### src/rtl/phy_reset_seq.sv
// -----------------------------------------------------------------------------
// phy_reset_seq
//   Multi-channel PHY power-on / software reset sequencer. Each channel holds
//   its active-low PHY reset pin low for an assert window, then waits a settle
//   window before flagging ready. On power-on, channel i's assert window is
//   stretched by i*STAGGER_CYCLES so the PHYs leave reset one after another
//   rather than all drawing inrush current together. A software request
//   (re)starts a channel with a plain ASSERT_CYCLES window. Channels share no
//   state with each other.
//
// Optional build macro: PHY_RST_WDOG_EN
//   Adds WDOG_CYCLES, phy_alive and wdog_fired. While a channel is READY, a
//   phy_alive gap of WDOG_CYCLES cycles re-resets that channel exactly as a
//   software request would, and sets its sticky wdog_fired flag.
//
// Ports
//   clk          system clock
//   reset_n      asynchronous active-low reset
//   sw_rst_req   per-channel reset request (synchronous, level)
//   phy_alive    per-channel heartbeat, pre-synchronised (watchdog build only)
//   phy_resetn   per-channel active-low PHY reset pin (registered)
//   phy_ready    per-channel out-of-reset-and-settled flag (registered)
//   wdog_fired   per-channel sticky watchdog flag (watchdog build only)
//   busy         high while any channel is not ready
// -----------------------------------------------------------------------------
module phy_reset_seq #(
`ifdef PHY_RST_WDOG_EN
    parameter int WDOG_CYCLES    = 25000000,
`endif
    parameter int NUM_PHY        = 2,
    parameter int ASSERT_CYCLES  = 500000,
    parameter int SETTLE_CYCLES  = 250000,
    parameter int STAGGER_CYCLES = 50000,
    parameter int CNT_W          = 24
) (
    input  logic               clk,
    input  logic               reset_n,
    input  logic [NUM_PHY-1:0] sw_rst_req,
`ifdef PHY_RST_WDOG_EN
    input  logic [NUM_PHY-1:0] phy_alive,
    output logic [NUM_PHY-1:0] wdog_fired,
`endif
    output logic [NUM_PHY-1:0] phy_resetn,
    output logic [NUM_PHY-1:0] phy_ready,
    output logic               busy
);

    localparam longint CNT_MAX = (longint'(1) << CNT_W) - 1;

    if (longint'(ASSERT_CYCLES) + longint'(NUM_PHY - 1) * longint'(STAGGER_CYCLES) > CNT_MAX ||
        longint'(SETTLE_CYCLES) > CNT_MAX) begin : g_cnt_w_err
        $error("phy_reset_seq: CNT_W=%0d too narrow for the configured windows", CNT_W);
    end
    if (NUM_PHY < 1 || ASSERT_CYCLES < 1 || SETTLE_CYCLES < 1 || STAGGER_CYCLES < 0) begin : g_param_err
        $error("phy_reset_seq: illegal parameter value");
    end

    typedef enum logic [1:0] {
        ST_ASSERT = 2'd0,
        ST_SETTLE = 2'd1,
        ST_READY  = 2'd2
    } state_e;

    localparam logic [CNT_W-1:0] SW_LEN_M1  = CNT_W'(ASSERT_CYCLES - 1);
    localparam logic [CNT_W-1:0] SETTLE_M1  = CNT_W'(SETTLE_CYCLES - 1);

`ifdef PHY_RST_WDOG_EN
    localparam int               WD_W      = $clog2(WDOG_CYCLES + 1);
    localparam logic [WD_W-1:0]  WD_LIM    = WD_W'(WDOG_CYCLES - 1);
`endif

    for (genvar g = 0; g < NUM_PHY; g++) begin : g_ch
        // Power-on window includes this channel's stagger slot.
        localparam logic [CNT_W-1:0] PWR_LEN_M1 = CNT_W'(ASSERT_CYCLES + g * STAGGER_CYCLES - 1);

        state_e           state_q, state_d;
        logic [CNT_W-1:0] cnt_q, cnt_d;
        logic             pwr_q, pwr_d;
        logic             resetn_q, resetn_d;
        logic             ready_q, ready_d;
        logic             rst_req;

`ifdef PHY_RST_WDOG_EN
        logic [WD_W-1:0]  wcnt_q, wcnt_d;
        logic             fired_q, fired_d;
        logic             wd_trip;

        assign wd_trip = (state_q == ST_READY) && !phy_alive[g] && (wcnt_q == WD_LIM);
        assign rst_req = sw_rst_req[g] | wd_trip;

        always_comb begin
            fired_d = fired_q | wd_trip;
            wcnt_d  = '0;
            // Counts consecutive dead cycles only while settled in READY.
            if (state_q == ST_READY && !rst_req && !phy_alive[g])
                wcnt_d = wcnt_q + 1'b1;
        end

        always_ff @(posedge clk or negedge reset_n) begin
            if (!reset_n) begin
                wcnt_q  <= '0;
                fired_q <= 1'b0;
            end else begin
                wcnt_q  <= wcnt_d;
                fired_q <= fired_d;
            end
        end

        assign wdog_fired[g] = fired_q;
`else
        assign rst_req = sw_rst_req[g];
`endif

        always_comb begin
            state_d = state_q;
            cnt_d   = cnt_q;
            pwr_d   = pwr_q;
            if (rst_req) begin
                // Restart from any state; a held request pins cnt at 0.
                state_d = ST_ASSERT;
                cnt_d   = '0;
                pwr_d   = 1'b0;
            end else begin
                unique case (state_q)
                    ST_ASSERT: begin
                        if (cnt_q == (pwr_q ? PWR_LEN_M1 : SW_LEN_M1)) begin
                            state_d = ST_SETTLE;
                            cnt_d   = '0;
                        end else begin
                            cnt_d = cnt_q + 1'b1;
                        end
                    end
                    ST_SETTLE: begin
                        if (cnt_q == SETTLE_M1) begin
                            state_d = ST_READY;
                            cnt_d   = '0;
                        end else begin
                            cnt_d = cnt_q + 1'b1;
                        end
                    end
                    ST_READY:  cnt_d = '0;
                    default: begin
                        state_d = ST_ASSERT;
                        cnt_d   = '0;
                    end
                endcase
            end
            // Pins decode the next state so they move on the same edge.
            resetn_d = (state_d != ST_ASSERT);
            ready_d  = (state_d == ST_READY);
        end

        always_ff @(posedge clk or negedge reset_n) begin
            if (!reset_n) begin
                state_q  <= ST_ASSERT;
                cnt_q    <= '0;
                pwr_q    <= 1'b1;
                resetn_q <= 1'b0;
                ready_q  <= 1'b0;
            end else begin
                state_q  <= state_d;
                cnt_q    <= cnt_d;
                pwr_q    <= pwr_d;
                resetn_q <= resetn_d;
                ready_q  <= ready_d;
            end
        end

        assign phy_resetn[g] = resetn_q;
        assign phy_ready[g]  = ready_q;
    end

    assign busy = |(~phy_ready);

endmodule

### config.mk
export PLATFORM = sky130hd
export DESIGN_NAME = phy_reset_seq
export DESIGN_NICKNAME = d
export VERILOG_FILES = /design/src/rtl/phy_reset_seq.sv
export SDC_FILE = /design/constraint.sdc
export NUM_CORES = 1
export LEC_CHECK = 0
export BUFFER_PORTS_ARGS = -buffer_cell sky130_fd_sc_hd__buf_2
export CORE_ASPECT_RATIO = 0.75
export CORE_MARGIN = 5
export CORE_UTILIZATION = 40
export DETAILED_ROUTE_END_ITERATION = 16
export GPL_TIMING_DRIVEN = 0
export PLACE_DENSITY = 0.57
export SLEW_MARGIN = 20
export SYNTH_ARGS = -nofsm -noshare
export SYNTH_HDL_FRONTEND = slang
export SYNTH_SLANG_ARGS = --single-unit
### constraint.sdc
create_clock -name clk -period 2.3 [get_ports clk]
set_clock_uncertainty 0.2 [all_clocks]
set_input_delay 0.345 -clock clk [delete_from_list [all_inputs] [get_ports clk]]
set_output_delay 0.345 -clock clk [all_outputs]
set_load 0.02 [all_outputs]
Word level (Yosys, flattened, before mapping)
Index checks and enable logic that the tools add are counted.

storage, ports and cells
  register bits after elaboration = 57
  input bits = 4

operators by class
  add/sub/neg operators = 2
  equality and inequality tests = 10
  muxes and demuxes = 17
  bitwise operators = 1
  reduce and logical (&&, ||, !) cells = 5

operators with widths
  cell                     count
  $mux W24                 6
  $pmux W24 S2             2
  $add A24 B1 Y24 const B  2
  $eq A24 B18 Y1 const B   2
  $eq A24 B19 Y1 const B   1
  $eq A24 B20 Y1           1
  $mux W20                 1
  $mux W2                  6
  $pmux W2 S3              2
  $eq A2 B2 Y1 const B     4
  $eq A2 B1 Y1 const B     2
  $logic_not A2 Y1         2
  $reduce_bool A2 Y1       2
  $not A2 Y2               1
  $reduce_or A2 Y1         1

Logic depth before layout (Yosys ltp)
  depth in word-level cells = 6
  gate-level depth with buffers = 6
  mapped depth without buffers = 5

Worst setup path before layout
No wires, ideal clock.

  kind = flip-flop to flip-flop
  from = reg g_ch[1].cnt_q[6]
  to = reg g_ch[1].cnt_q[10]
  library setup time = 0.139 ns
  arrival = 1.896 ns
  slack = 0.066 ns
  stages on the path, launching flop included = 7
  period minus slack after synthesis = 2.234 ns
  path through = dfrtp_1 buf_4 or4b_1 a211o_1 a2111oi_4 buf_6 nor3_1

between the ends
  longest elaborated chain between the ends = 4

RTL lines
  element                                        line      source
  start: declaration                             77        logic [CNT_W-1:0] cnt_q, cnt_d;
  start signal: assignment                       162       cnt_q <= cnt_d;
  $add A24 B1 Y24, or another cell as far along  130, 138
  $mux W24, on equally long branches             134, 126
  $pmux W24 S2 (*)                               124       unique case (state_q)
  $mux W24 (*)                                   118       if (rst_req) begin
  via g_ch[1].cnt_d[10]                          77

Mark *: on every way through the listed nets, which the timed path passes. The rest lies on a longest branch.
A chain may end at the register's enable or synchronous reset.

Worst setup path in the final report
  from = reg g_ch[1].cnt_q[14]
  to = reg g_ch[1].cnt_q[6]

between the ends
  longest elaborated chain between the ends = 4

RTL lines
  element                                                  line
  $eq A24 B18 Y1 / $eq A24 B20 Y1 (equally long branches)  134, 126
  $mux W24, on equally long branches                       134, 126
  $pmux W24 S2 (*)                                         124
  $mux W24 (*)                                             118
  via g_ch[1].cnt_d[6]                                     77

Marks and branches as above.

==> results.py <==
metrics = {
    "status": {
        "outcome": "finished, violations left",
        "violations": "setup timing",
    },
    "logic_synthesis": {
        "synth_ff_type": "dfrtp_1",
        "yosys.area.top_type": "dfrtp_1",
        "synth.area.top_cells": "dfrtp_1, a211oi_1, nor3_1, xnor2_1, nand4_1",
        "synth_cell_types": 49,
        "async_flop_share_pct": 100,
        "ys_warn_count": 0,
        "synth_top_area_share_pct": 44.9,
        "synth_nets": 329,
        "ys_ff_latch": 57,
        "synth_edf_count": 0,
        "avgSynthCellArea_sq_um": 9.67,
        "ys_seq_area_share_pct": 45.7,
        "syn_area_sq_um": 3120,
        "synthCells": 323,
    },
    "floorplanning": {
        "chipWidth_microns": 112,
        "start_util_pct": 41.8,
        "die_h_microns": 86.5,
        "core-area_sq_um": 7470,
        "die_area_sq_um": 9690,
        "io_pins": 9,
        "row_count": 27,
    },
    "timing": {
        "setup_ws_ns": -0.0659,
        "slew-limit-headroom_pct": 50.3,
        "min_period_ns": 2.37,
        "worst_pin_slew_ns": 0.745,
        "fin_crit_sh_pct": 103,
        "rsz0062_at_grt": "yes",
        "hold_viol": 0,
        "drv_slew": 0,
        "fmax_mhz": 423,
        "finalSetupViolations": 5,
    },
    "drt": {
        "met3_length_microns": 419,
        "routedWlPerCell_microns": 16.9,
        "routed.top_layer": "met4",
        "num_vias": 2600,
        "wl_met1_microns": 4180,
        "drtPass1Iterations": 5,
        "ant_nets": 0,
        "dr_wl_met2_microns": 3110,
        "drc": 0,
        "drt-total-wl_microns": 7790,
        "drt_iter0_drc": 176,
        "avgViaCountPerCell": 5.64,
    },
    "clock_tree": {
        "cts_htree_levels": 3,
        "insertion_delay_ns": 0.33,
        "clock_path_buffers": 2,
        "clk_pin_slew_ns": 0.07,
        "cts_tree": "built",
        "root_buffer": "clkbuf_8",
        "cts_sinks": 57,
        "cts_buffers": 9,
    },
    "layout": {
        "synthToLayoutAreaGrowth_pct": 20.0,
        "final_common_cell": "dfrtp_1",
        "regArea_sq_um": 1440,
        "drive_gt1_share_pct": 24.4,
        "nFillCells": 702,
        "final_cells": 461,
        "stdcell_area_sq_um": 3750,
        "layout.nets": 361,
        "antennaDiodeCount": 0,
        "layout_common_cells": "dfrtp_1, nor3_1, nand2_1, a211oi_1",
        "multiInputGateArea_sq_um": 1630,
    },
    "worst_setup_path": {
        "worstPathMaxFanout": 5,
        "cp-start-kind": "flip-flop",
        "end_kind": "flip-flop",
        "cp.required_ns": 2.30,
        "crit_type": "reg -> reg",
        "cp.arrival_ns": 2.37,
    },
    "place": {
        "numPortBuffers": 8,
        "post-place-cells": 432,
        "gp_congestion": 0.849,
        "dp_hpwl_microns": 5010,
        "placed_cell_area_sq_um": 3290,
    },
    "grt": {
        "overflow": 0,
        "grtUsageTotal_pct": 16.9,
        "grt_pass1_vias": 2379,
        "grt_max_degree": 58,
        "antenna_found_initial": 0,
        "grt_first_pass_wirelength_microns": 12900,
    },
    "power_and_ir_drop": {
        "ir_worst_vdd_mv": 0.256,
        "leakagePower_nw": 1.35,
        "powerDensity_nw_per_um2": 549,
    },
    "flow_run": {
        "drv_cap": 0,
    },
    "worst_hold_path": {
        "holdCritPathClass": "reg -> reg",
    },
}
==> through the flow <==
stage                     hold WS, ns  setup WS [ns]  util (%)  TNS, ns  power, mW
after floorplan                -0.151         0.0658         -        0       1.07
after global placement          0.288         -0.453      44.1   -13.71       1.11
after detailed placement        0.260         -0.479      44.1   -15.07       1.11
after CTS                       0.304        -0.0589      49.2   -0.195       2.08
after global routing            0.335         -0.140      50.2    -2.05       2.14
final                           0.314        -0.0659      50.2   -0.205       2.06
==> registers in the layout, summed over array words and instances (netlist names) <==
register,flops
g_ch.cnt_q,48
g_ch.pwr_q,1
g_ch.ready_q,2
g_ch.resetn_q,2
g_ch.state_q,4
==> what timing repair did <==
item / 4_1_cts / 5_1_grt
hold buffers: 3 / 0
buffers inserted: 10 / 4
pin swaps: 7 / 6
gates cloned: 1 / 0
gates resized for setup: 18 / 21
setup endpoints to repair: 42 / 52
hold endpoints to repair: 58 / 0
==> synthesized netlist by cell type, drive strengths merged (2+ instances only) <==
library cell,n
or4,11
nand4,17
xor2,9
nor3,31
a211oi,20
o21ai,16
clkbuf,15
o31ai,5
and4,6
and2,2
or3,17
nor2,9
dfrtp,56
a211o,2
nand3,17
nor4,7
and4b,2
nor3b,4
a21oi,8
buf,8
or3b,2
ha,2
inv,6
nand2,20
xnor2,15
and3,4
==> area by class of cell <==
type                       count  area share [%]
buffer                        18            3.00
clock buffer                  13            4.24
clock inverter                 3            1.07
inverter                       6           0.601
multi-input combinational    237            43.6
sequential                    57            38.5
tap                          101            3.37
timing repair buffer          26            5.67
==> kinds of logic after synthesis <==
kind of cell | count (synthesis) | share of synthesized area (%)
adder cells (fa/ha/maj) | 2 | 0.801
buffers and inverters | 29 | 4.69
XOR/XNOR | 24 | 6.73
AO/OA/AOI/OAI | 56 | 12.6
AND/OR/NAND/NOR | 155 | 29.5
flip-flops | 57 | 45.7
==> worst max-delay path: stages, from the launching register on <==
cell and delay, ns:
dfrtp_2 0.44, or3b_1 0.37, or4_4 0.44, a2111oi_4 0.32, buf_6 0.19, buf_6 0.11
buf_8 0.11, nor3_1 0.06
==> power by group <==
group	total (mW)	switching (mW)	internal, mW	leakage, nW
logic	0.0768	0.0524	0.0244	0.483
registers	1.02	0.0106	1.01	0.768
clock network	0.957	0.400	0.557	0.103
==> layer usage <==
layer,vias up,GRT usage (%)
met4,0,4.91
met5,-,0
li1,1281,-
met2,57,22.1
met3,10,3.84
met1,1252,27.0
==> path summary, 6_finish.rpt <==
kind                                             start                           end  slack (ns)  cells after the start
setup reg to reg           g_ch[1].cnt_q[14]$_DFF_PN0_    g_ch[1].cnt_q[6]$_DFF_PN0_       -0.07                      7
setup / recovery           g_ch[1].cnt_q[14]$_DFF_PN0_    g_ch[1].cnt_q[6]$_DFF_PN0_       -0.07                      7
min in group asynchronous                      reset_n  g_ch[0].state_q[1]$_DFF_PN0_        0.41                      2
hold / removal              g_ch[0].cnt_q[0]$_DFF_PN0_    g_ch[0].cnt_q[0]$_DFF_PN0_        0.31                      1
max in group asynchronous                      reset_n    g_ch[1].cnt_q[4]$_DFF_PN0_        0.94                      2
hold reg to reg             g_ch[0].cnt_q[0]$_DFF_PN0_    g_ch[0].cnt_q[0]$_DFF_PN0_        0.31                      1
No activity file was read; power rests on OpenSTA's default activity.
